<file path="src/rtl/microwave_pkg.sv">
// Shared types and defaults for the microwave cook controller.
package microwave_pkg;

    typedef enum logic [2:0] {
        ST_IDLE    = 3'd0,
        ST_ENTRY   = 3'd1,
        ST_COOKING = 3'd2,
        ST_PAUSED  = 3'd3,
        ST_DONE    = 3'd4
    } state_e;

    typedef logic [3:0] bcd_t;

    localparam int DONE_TICKS_DEFAULT      = 3;
    localparam int QUICK_SECS_TENS_DEFAULT = 3;

    function automatic logic bcd_is_digit(input logic [3:0] d);
        return (d <= 4'd9);
    endfunction

    // One BCD digit down; 'wrap' is the value taken when borrowing out of zero.
    function automatic bcd_t bcd_dec(input bcd_t d, input bcd_t wrap);
        return (d == 4'd0) ? wrap : (d - 4'd1);
    endfunction

endpackage

</file>
<file path="src/rtl/bcd_mmss_counter.sv">
// Four-digit mm:ss BCD register with clear, load, decrement and shift-in.
module bcd_mmss_counter
    import microwave_pkg::*;
(
    input  logic clk,
    input  logic resetn,
    input  logic clr_i,
    input  logic load_i,
    input  bcd_t load_secs_tens_i,
    input  logic dec_i,
    input  logic shift_i,
    input  bcd_t digit_i,
    output bcd_t mins_tens_o,
    output bcd_t mins_ones_o,
    output bcd_t secs_tens_o,
    output bcd_t secs_ones_o,
    output logic is_zero_o,
    output logic is_one_o
);

    bcd_t mt_q, mo_q, st_q, so_q;
    bcd_t mt_d, mo_d, st_d, so_d;
    logic brw_so_s, brw_st_s, brw_mo_s;

    assign brw_so_s  = (so_q == 4'd0);
    assign brw_st_s  = brw_so_s && (st_q == 4'd0);
    assign brw_mo_s  = brw_st_s && (mo_q == 4'd0);
    assign is_zero_o = (mt_q == 4'd0) && (mo_q == 4'd0) && (st_q == 4'd0) && (so_q == 4'd0);
    assign is_one_o  = (mt_q == 4'd0) && (mo_q == 4'd0) && (st_q == 4'd0) && (so_q == 4'd1);

    // Next digit values; seconds-tens wraps to 5, other digits to 9.
    always_comb begin
        mt_d = mt_q;
        mo_d = mo_q;
        st_d = st_q;
        so_d = so_q;
        if (clr_i) begin
            mt_d = 4'd0;
            mo_d = 4'd0;
            st_d = 4'd0;
            so_d = 4'd0;
        end else if (load_i) begin
            mt_d = 4'd0;
            mo_d = 4'd0;
            st_d = load_secs_tens_i;
            so_d = 4'd0;
        end else if (dec_i && !is_zero_o) begin
            so_d = bcd_dec(so_q, 4'd9);
            st_d = brw_so_s ? bcd_dec(st_q, 4'd5) : st_q;
            mo_d = brw_st_s ? bcd_dec(mo_q, 4'd9) : mo_q;
            mt_d = brw_mo_s ? bcd_dec(mt_q, 4'd9) : mt_q;
        end else if (shift_i) begin
            mt_d = mo_q;
            mo_d = st_q;
            st_d = so_q;
            so_d = digit_i;
        end else begin
            so_d = so_q;
        end
    end

    // Digit register.
    always_ff @(posedge clk or negedge resetn) begin
        if (!resetn) begin
            mt_q <= 4'd0;
            mo_q <= 4'd0;
            st_q <= 4'd0;
            so_q <= 4'd0;
        end else begin
            mt_q <= mt_d;
            mo_q <= mo_d;
            st_q <= st_d;
            so_q <= so_d;
        end
    end

    assign mins_tens_o = mt_q;
    assign mins_ones_o = mo_q;
    assign secs_tens_o = st_q;
    assign secs_ones_o = so_q;

endmodule

</file>
<file path="src/rtl/cook_controller.sv">
// Microwave cook sequencing FSM: digit entry, countdown, pause and done beep.
module cook_controller
    import microwave_pkg::*;
#(
    parameter int DONE_TICKS      = DONE_TICKS_DEFAULT,
    parameter int QUICK_SECS_TENS = QUICK_SECS_TENS_DEFAULT
) (
    input  logic       clk,
    input  logic       resetn,
    input  logic       startn,
    input  logic       stopn,
    input  logic       clearn,
    input  logic       door_closed,
    input  logic       tick_1hz,
    input  logic       key_valid,
    input  logic [3:0] key_digit,
    output logic       mag_on,
    output logic       beep,
    output logic [2:0] state,
    output logic [3:0] mins_tens,
    output logic [3:0] mins_ones,
    output logic [3:0] secs_tens,
    output logic [3:0] secs_ones
);

    localparam int CNT_W = (DONE_TICKS > 1) ? $clog2(DONE_TICKS) : 1;

    state_e             state_q, state_d;
    logic [CNT_W-1:0]   done_cnt_q, done_cnt_d;
    logic               start_q, stop_q, beep_q;
    logic               start_ev_s, stop_ev_s, key_ok_s;
    logic               clr_s, load_s, dec_s, shift_s;
    logic               is_zero_s, is_one_s;

    assign start_ev_s = start_q && !startn;
    assign stop_ev_s  = stop_q && !stopn;
    assign key_ok_s   = key_valid && bcd_is_digit(key_digit);

    // Next state and counter commands; clear overrides every state.
    always_comb begin
        state_d    = state_q;
        done_cnt_d = done_cnt_q;
        clr_s      = 1'b0;
        load_s     = 1'b0;
        dec_s      = 1'b0;
        shift_s    = 1'b0;
        if (!clearn) begin
            state_d    = ST_IDLE;
            clr_s      = 1'b1;
            done_cnt_d = {CNT_W{1'b0}};
        end else begin
            case (state_q)
                ST_IDLE: begin
                    if (stop_ev_s) begin
                        clr_s = 1'b1;
                    end else if (start_ev_s && door_closed) begin
                        load_s  = 1'b1;
                        state_d = ST_COOKING;
                    end else if (key_ok_s) begin
                        shift_s = 1'b1;
                        state_d = ST_ENTRY;
                    end else begin
                        state_d = ST_IDLE;
                    end
                end
                ST_ENTRY: begin
                    if (stop_ev_s) begin
                        clr_s   = 1'b1;
                        state_d = ST_IDLE;
                    end else if (start_ev_s) begin
                        state_d = (door_closed && !is_zero_s) ? ST_COOKING : ST_ENTRY;
                    end else if (key_ok_s) begin
                        shift_s = 1'b1;
                    end else begin
                        state_d = ST_ENTRY;
                    end
                end
                ST_COOKING: begin
                    if (stop_ev_s || !door_closed) begin
                        state_d = ST_PAUSED;
                    end else if (tick_1hz) begin
                        dec_s      = 1'b1;
                        state_d    = is_one_s ? ST_DONE : ST_COOKING;
                        done_cnt_d = {CNT_W{1'b0}};
                    end else begin
                        state_d = ST_COOKING;
                    end
                end
                ST_PAUSED: begin
                    if (stop_ev_s) begin
                        clr_s   = 1'b1;
                        state_d = ST_IDLE;
                    end else if (start_ev_s && door_closed) begin
                        state_d = ST_COOKING;
                    end else begin
                        state_d = ST_PAUSED;
                    end
                end
                ST_DONE: begin
                    if (stop_ev_s) begin
                        state_d    = ST_IDLE;
                        done_cnt_d = {CNT_W{1'b0}};
                    end else if (tick_1hz) begin
                        if (done_cnt_q == CNT_W'(DONE_TICKS - 1)) begin
                            state_d    = ST_IDLE;
                            done_cnt_d = {CNT_W{1'b0}};
                        end else begin
                            done_cnt_d = done_cnt_q + CNT_W'(1);
                        end
                    end else begin
                        state_d = ST_DONE;
                    end
                end
                default: begin
                    state_d = ST_IDLE;
                    clr_s   = 1'b1;
                end
            endcase
        end
    end

    // State, done counter, button history and beep registers.
    always_ff @(posedge clk or negedge resetn) begin
        if (!resetn) begin
            state_q    <= ST_IDLE;
            done_cnt_q <= {CNT_W{1'b0}};
            start_q    <= 1'b1;
            stop_q     <= 1'b1;
            beep_q     <= 1'b0;
        end else begin
            state_q    <= state_d;
            done_cnt_q <= done_cnt_d;
            start_q    <= startn;
            stop_q     <= stopn;
            beep_q     <= (state_d == ST_DONE);
        end
    end

    bcd_mmss_counter u_counter (
        .clk              (clk),
        .resetn           (resetn),
        .clr_i            (clr_s),
        .load_i           (load_s),
        .load_secs_tens_i (bcd_t'(QUICK_SECS_TENS)),
        .dec_i            (dec_s),
        .shift_i          (shift_s),
        .digit_i          (key_digit),
        .mins_tens_o      (mins_tens),
        .mins_ones_o      (mins_ones),
        .secs_tens_o      (secs_tens),
        .secs_ones_o      (secs_ones),
        .is_zero_o        (is_zero_s),
        .is_one_o         (is_one_s)
    );

    // Door term stays combinational so opening the door cuts power immediately.
    assign mag_on = (state_q == ST_COOKING) && door_closed;
    assign beep   = beep_q;
    assign state  = state_q;

endmodule

</file>
<file path="config.mk">
export PLATFORM = sky130hd
export DESIGN_NAME = cook_controller
export DESIGN_NICKNAME = d
export VERILOG_FILES = /design/src/rtl/microwave_pkg.sv /design/src/rtl/bcd_mmss_counter.sv /design/src/rtl/cook_controller.sv
export SDC_FILE = /design/constraint.sdc
export NUM_CORES = 1
export LEC_CHECK = 0
export BUFFER_PORTS_ARGS = -buffer_cell sky130_fd_sc_hd__buf_2
export CAP_MARGIN = 30
export CORE_UTILIZATION = 40
export DETAILED_ROUTE_END_ITERATION = 16
export GPL_ROUTABILITY_DRIVEN = 0
export HOLD_SLACK_MARGIN = 0.1
export PLACE_DENSITY_LB_ADDON = 0.25
export SETUP_SLACK_MARGIN = 0.2
export SKIP_CTS_REPAIR_TIMING = 1
export SKIP_LAST_GASP = 1
export SLEW_MARGIN = 20
export SYNTH_ARGS = -nofsm -noshare
export SYNTH_HDL_FRONTEND = slang
export SYNTH_SLANG_ARGS = --single-unit
</file>
<file path="constraint.sdc">
create_clock -name clk -period 2.6 [get_ports clk]
set_input_delay 0.39 -clock clk [delete_from_list [all_inputs] [get_ports clk]]
set_output_delay 0.39 -clock clk [all_outputs]
set_load 0.005 [all_outputs]
</file>
* Word level (Yosys, flattened, before mapping) *
Index checks and enable logic that the tools add are counted.

storage, ports and cells
  bits in registers = 24
  latch bits = 0
  memory bits (writable) = 0
  ROM bits = 0
  input bits = 12
  word-level logic and storage cells = 124
  memories kept = 0

cells by class
  add/subtract/negate cells = 5
  multipliers = 0
  div/mod/pow operators = 0
  order comparisons = 1
  eq/ne operators = 14
  shift operators = 0
  mux-type cells = 65
  bitwise gates (word level) = 0
  reductions and logical operators = 30

operators with widths
  operator                                                                 count
  4-bit 2-to-1 mux                                                         23
  3-bit 2-to-1 mux                                                         11
  1-bit 2-to-1 mux                                                         18
  2-bit 2-to-1 mux                                                         9
  4-bit logical NOT                                                        4
  4-bit by 1-bit subtractor with 4-bit output, second input constant       4
  3-bit case mux with 5 select lines                                       1
  1-bit logical AND                                                        13
  4-bit by 3-bit inequality test with 1-bit output, second input constant  3
  3-bit by 2-bit equality test with 1-bit output, second input constant    2
  3-bit equality test, second input constant                               2
  3-bit inequality test, second input constant                             2
  2-bit AND reduction                                                      3
  4-bit by 1-bit equality test with 1-bit output, second input constant    1
  4-bit <= comparator, second input constant                               1
  1-bit logical NOT                                                        4
  4-bit inequality test, second input constant                             1
  1-bit case mux with 2 select lines                                       2
  2-bit case mux with 2 select lines                                       1
  4-bit AND reduction                                                      1
  4-bit nonzero test                                                       1
  3-bit by 1-bit equality test with 1-bit output, second input constant    1
  3-bit logical NOT                                                        1
  3-bit by 1-bit inequality test with 1-bit output, second input constant  1
  other kinds (5)                                                          5

* Longest topological paths before layout *
  depth after elaboration = 12
  depth in mapped cells = 7
  gate-level depth less buffers = 6

* Hierarchy *
Synthesis repeated with hierarchy kept, for this count alone.

unflattened totals
  cells, all modules = 196
  area total of the unflattened synthesis = 1,686.6 µm²

by module, submodules not included
  module            times used  cells an instance  area an instance (µm²)
  bcd_mmss_counter  1           137                1,159.9
  cook_controller   1           59                 526.8

* Least setup slack after synthesis *
Ideal clock, no wire load.

  path type = register to register
  start = register u_counter.so_q[0] (netlist: u_counter.secs_ones_o[0])
  end = register u_counter.mt_q[3] (netlist: u_counter.mins_tens_o[3])
  setup time = 122 ps
  arrival time = 1,899 ps
  path slack = 579 ps
  stages on the path, launching flop included = 8
  buffers on the path = 1
  cells stage by stage = dfrtp_1 buf_6 nor4_4 nand3_2 nor3_4 nand2_1 or3_1 a32o_1

between the ends
  word-level cells in the longest chain between the ends = 7

RTL lines
  what                    RTL line                                        text
  from (decl)             bcd_mmss_counter.sv:21                          bcd_t mt_q, mo_q, st_q, so_q;
  from (signal assigned)  bcd_mmss_counter.sv:68                          so_q <= 4'd0;
  from (signal assigned)  bcd_mmss_counter.sv:73                          so_q <= so_d;
  4-bit logical NOT *     bcd_mmss_counter.sv:25, bcd_mmss_counter.sv:28
  1-bit logical AND       bcd_mmss_counter.sv:28                          assign is_zero_o = (mt_q == 4'd0) && (mo_q == 4'd0) && (st_q == 4'd0) && (so_q == 4'd0);
  1-bit logical NOT       bcd_mmss_counter.sv:47                          end else if (dec_i && !is_zero_o) begin
  1-bit logical AND       bcd_mmss_counter.sv:47
  4-bit 2-to-1 mux        bcd_mmss_counter.sv:47
  4-bit 2-to-1 mux        bcd_mmss_counter.sv:42                          end else if (load_i) begin
  4-bit 2-to-1 mux        bcd_mmss_counter.sv:37                          if (clr_i) begin
  to (signal assigned)    bcd_mmss_counter.sv:70                          mt_q <= mt_d;
  to (decl)               bcd_mmss_counter.sv:21

Mark *: on every way between the ends. The rest lies on a longest branch, timed or not.
A chain may end at the register's enable or synchronous reset.

* Worst setup path after layout *
  start = register stop_q
  end = register u_counter.mt_q[2] (netlist: u_counter.mins_tens_o[2])

between the ends
  word-level cells in the longest chain between the ends = 9

RTL lines
  what                    RTL line                text
  from (decl)             cook_controller.sv:30   logic start_q, stop_q, beep_q;
  from (signal assigned)  cook_controller.sv:134  stop_q <= stopn;
  1-bit logical AND *     cook_controller.sv:36   assign stop_ev_s = stop_q && !stopn;
  1-bit logical OR        cook_controller.sv:79   if (stop_ev_s || !door_closed) begin
  1-bit 2-to-1 mux        cook_controller.sv:79
  1-bit 2-to-1 mux        cook_controller.sv:52   case (state_q)
  1-bit 2-to-1 mux        cook_controller.sv:47   if (!clearn) begin
  1-bit logical AND       bcd_mmss_counter.sv:47
  4-bit 2-to-1 mux        bcd_mmss_counter.sv:47
  4-bit 2-to-1 mux        bcd_mmss_counter.sv:42
  4-bit 2-to-1 mux        bcd_mmss_counter.sv:37

Marked as above.

==> metrics.cfg <==
[status]
status=finished, final reports clean

[floorplanning]
die_h_microns=64.8
core-area_sq_um=3720
initial_core_util=0.425
io_pins=33
die_area_sq_um=4200
rows=22
die_width_microns=64.8

[sta]
fin_skew_ns=0.00424
max_slew_margin=0.641
period_minus_slack_ns=2.22
rsz0062_at_grt=no
drv_slew=0
setup_violations=0
worstMarginPinSlew_ns=0.539
fmax_ghz=0.450
fin_crit_sh=0.855
fin_tns_setup_ns=0
hold_violations=0

[setup_path]
path_cells=nor2b_1 -> nor3_1 -> and4b_1 -> or2_1 -> a21oi_1 -> mux2_2
cpPeakStageDelay_ns=0.53
crit_arrival_ns=2.39
worst_setup_path_end_kind=flip-flop
r2r-end=u_counter.mins_tens_o[2]
cp_max_fo=4
rrSetupSlack_ns=0.38
crit_family=simple AND/OR/NAND/NOR gates
path_class=reg2reg
crit_required_ns=2.76
r2r-start=stop_q
r2r_cells=6
crit_buf_inv=0
setup.worst_path.start_class=flip-flop
cp_slowest_cell=dfstp_2

[clock_tree]
cts_tree=built
path_clk_slew_ns=0.09
clk_latency_ns=0.27
h-tree-depth=1
cts.sinks=24
cts-root-buf=clkbuf_8
cts_buffer_depth=2
cts_buffers=3

[detailed_routing]
first_pass_iters=5
vias=1526
drc=0
drt_iter0_drc=153
viasPerCell=5.82
antenna_left=0
post_drt_wl_per_cell_microns=15.5
drt-total-wl_mm=4.05

[grt]
grt_pass1_wl_mm=6.69
grt_overflow=0
grt_start_max_net_pins=25
track_usage=0.206
first_global_vias=1452
antenna_found_initial=0

[min_path]
hold_class=in2async

[synthesis]
syn_inst=179
syn_nets=191
synth_seq_cells=24
synth.most_common_cell=dfrtp_1
post-synth-top-area-cell=dfrtp_1
yosys-top-cells-area=dfrtp_1, o21ai_0, nor2_1, nand2_1, nor3_1
synth-edff-count=0
synth_top_area_share=0.349
seq_area_frac_synth=0.382
synthDistinctLibCells=53
yosys_most_used_dff=dfrtp_1
async_flop_share=1.00
syn_area_per_cell_sq_um=8.81
yosys_warnings=0
synth_common_cells=dfrtp_1, nor2_1, nand2_1
syn_area_sq_um=1580

[power_and_ir_drop]
p_per_area_nw_per_um2=438
peakVddDrop_uv=207
leakagePower_nw=0.858

[place]
hpwl_mm=2.90
numPortBuffers=32
place_inst=258

[cells_and_area]
area_growth_pct=19.3
fin_cells=262
multi_input_area_sq_um=933
drive_above_1_share=0.285
seq_area_sq_um=603
nets=227
antenna_cells=0
fill_cells=374

[run]
drv_cap=0

[layer usage]
| metal | vias up | GRT usage | share of wire |
|---|---|---|---|
| met5 | - | 0 | 0 |
| met2 | 38 | 0.342 | 0.47 |
| met1 | 728 | 0.271 | 0.49 |
| li1 | 755 | - | - |
| met3 | 5 | 0.0264 | 0.034 |
| met4 | 0 | 0.0722 | 0.011 |
[worst max path at each step]
stage | from | to | slack [ns] | depth (start not counted)
2_1_floorplan | u_counter.secs_ones_o[0] | u_counter.mins_tens_o[3] | 0.58 | 7
3_3_place_gp | stop_q | u_counter.mins_tens_o[2] | 0.41 | 6
3_5_place_dp | u_counter.mins_ones_o[3] | u_counter.secs_tens_o[3] | 0.42 | 7
4_1_cts | u_counter.mins_ones_o[3] | u_counter.secs_tens_o[2] | 0.38 | 7
5_1_grt | state[2] | u_counter.secs_tens_o[1] | 0.20 | 5
6_report | stop_q | u_counter.mins_tens_o[2] | 0.38 | 6
[layout by cell type, fill, tap and decap left out, types with 2 or more instances in the layout]
cell / instances
o21ai_0: 15
buf_4: 9
nor3_1: 12
nor4_1: 2
a21boi_0: 2
or3_1: 2
nor2b_1: 2
buf_2: 32
nor2_1: 19
a22oi_1: 2
a221o_1: 3
nand2b_1: 3
nand3_1: 8
o31ai_1: 2
dfstp_2: 2
a21oi_1: 9
mux2_2: 3
o21a_1: 2
nor3b_1: 3
o211ai_1: 2
or2_2: 2
a221oi_1: 2
a211oi_1: 2
clkbuf_8: 4
o2bb2ai_1: 2
o22ai_1: 2
and3_1: 2
dfrtp_1: 22
nand2_1: 17
a31oi_1: 3
[layout make-up]
class / count / area share
inverter: 1 / 0.00199
clock buffer: 4 / 0.0292
multi-input combinational: 144 / 0.496
timing repair buffer: 41 / 0.121
tap: 48 / 0.0319
sequential: 24 / 0.320
[logic make-up after synthesis]
group	Yosys count	share of synthesized area
compound gates	57	0.256
buf+inv	11	0.0333
flops	24	0.382
mux	4	0.0278
simple gates	83	0.301
[stage by stage]
step / total power [mW] / worst slack, ns / hold WS, ns / util / instance area, sq um
CTS: 0.834 / 0.385 / 0.120 / 0.504 / 1870
global route: 0.867 / 0.200 / 0.140 / 0.507 / 1880
finish: 0.825 / 0.376 / 0.0930 / 0.507 / 1880
floorplan: 0.509 / 0.579 / 0.0944 / - / 1580
detailed placement: 0.569 / 0.424 / 0.420 / 0.489 / 1820
global placement: 0.571 / 0.411 / 0.417 / 0.489 / 1820
[flip-flops by register name, summed over array words and instances (netlist names)]
register / flops
u_counter.secs_tens_o: 4
u_counter.secs_ones_o: 4
beep: 1
done_cnt_q: 2
u_counter.mins_ones_o: 4
state: 3
start_q: 1
stop_q: 1
u_counter.mins_tens_o: 4
[report_power, final]
part | switching [mW] | leakage (nW) | internal [mW]
sequential | 0.0167 | 0.326 | 0.385
combinational | 0.100 | 0.503 | 0.0650
clock | 0.123 | 0.0288 | 0.135
total | 0.240 | 0.858 | 0.585
No activity file was read; power rests on OpenSTA's default activity.
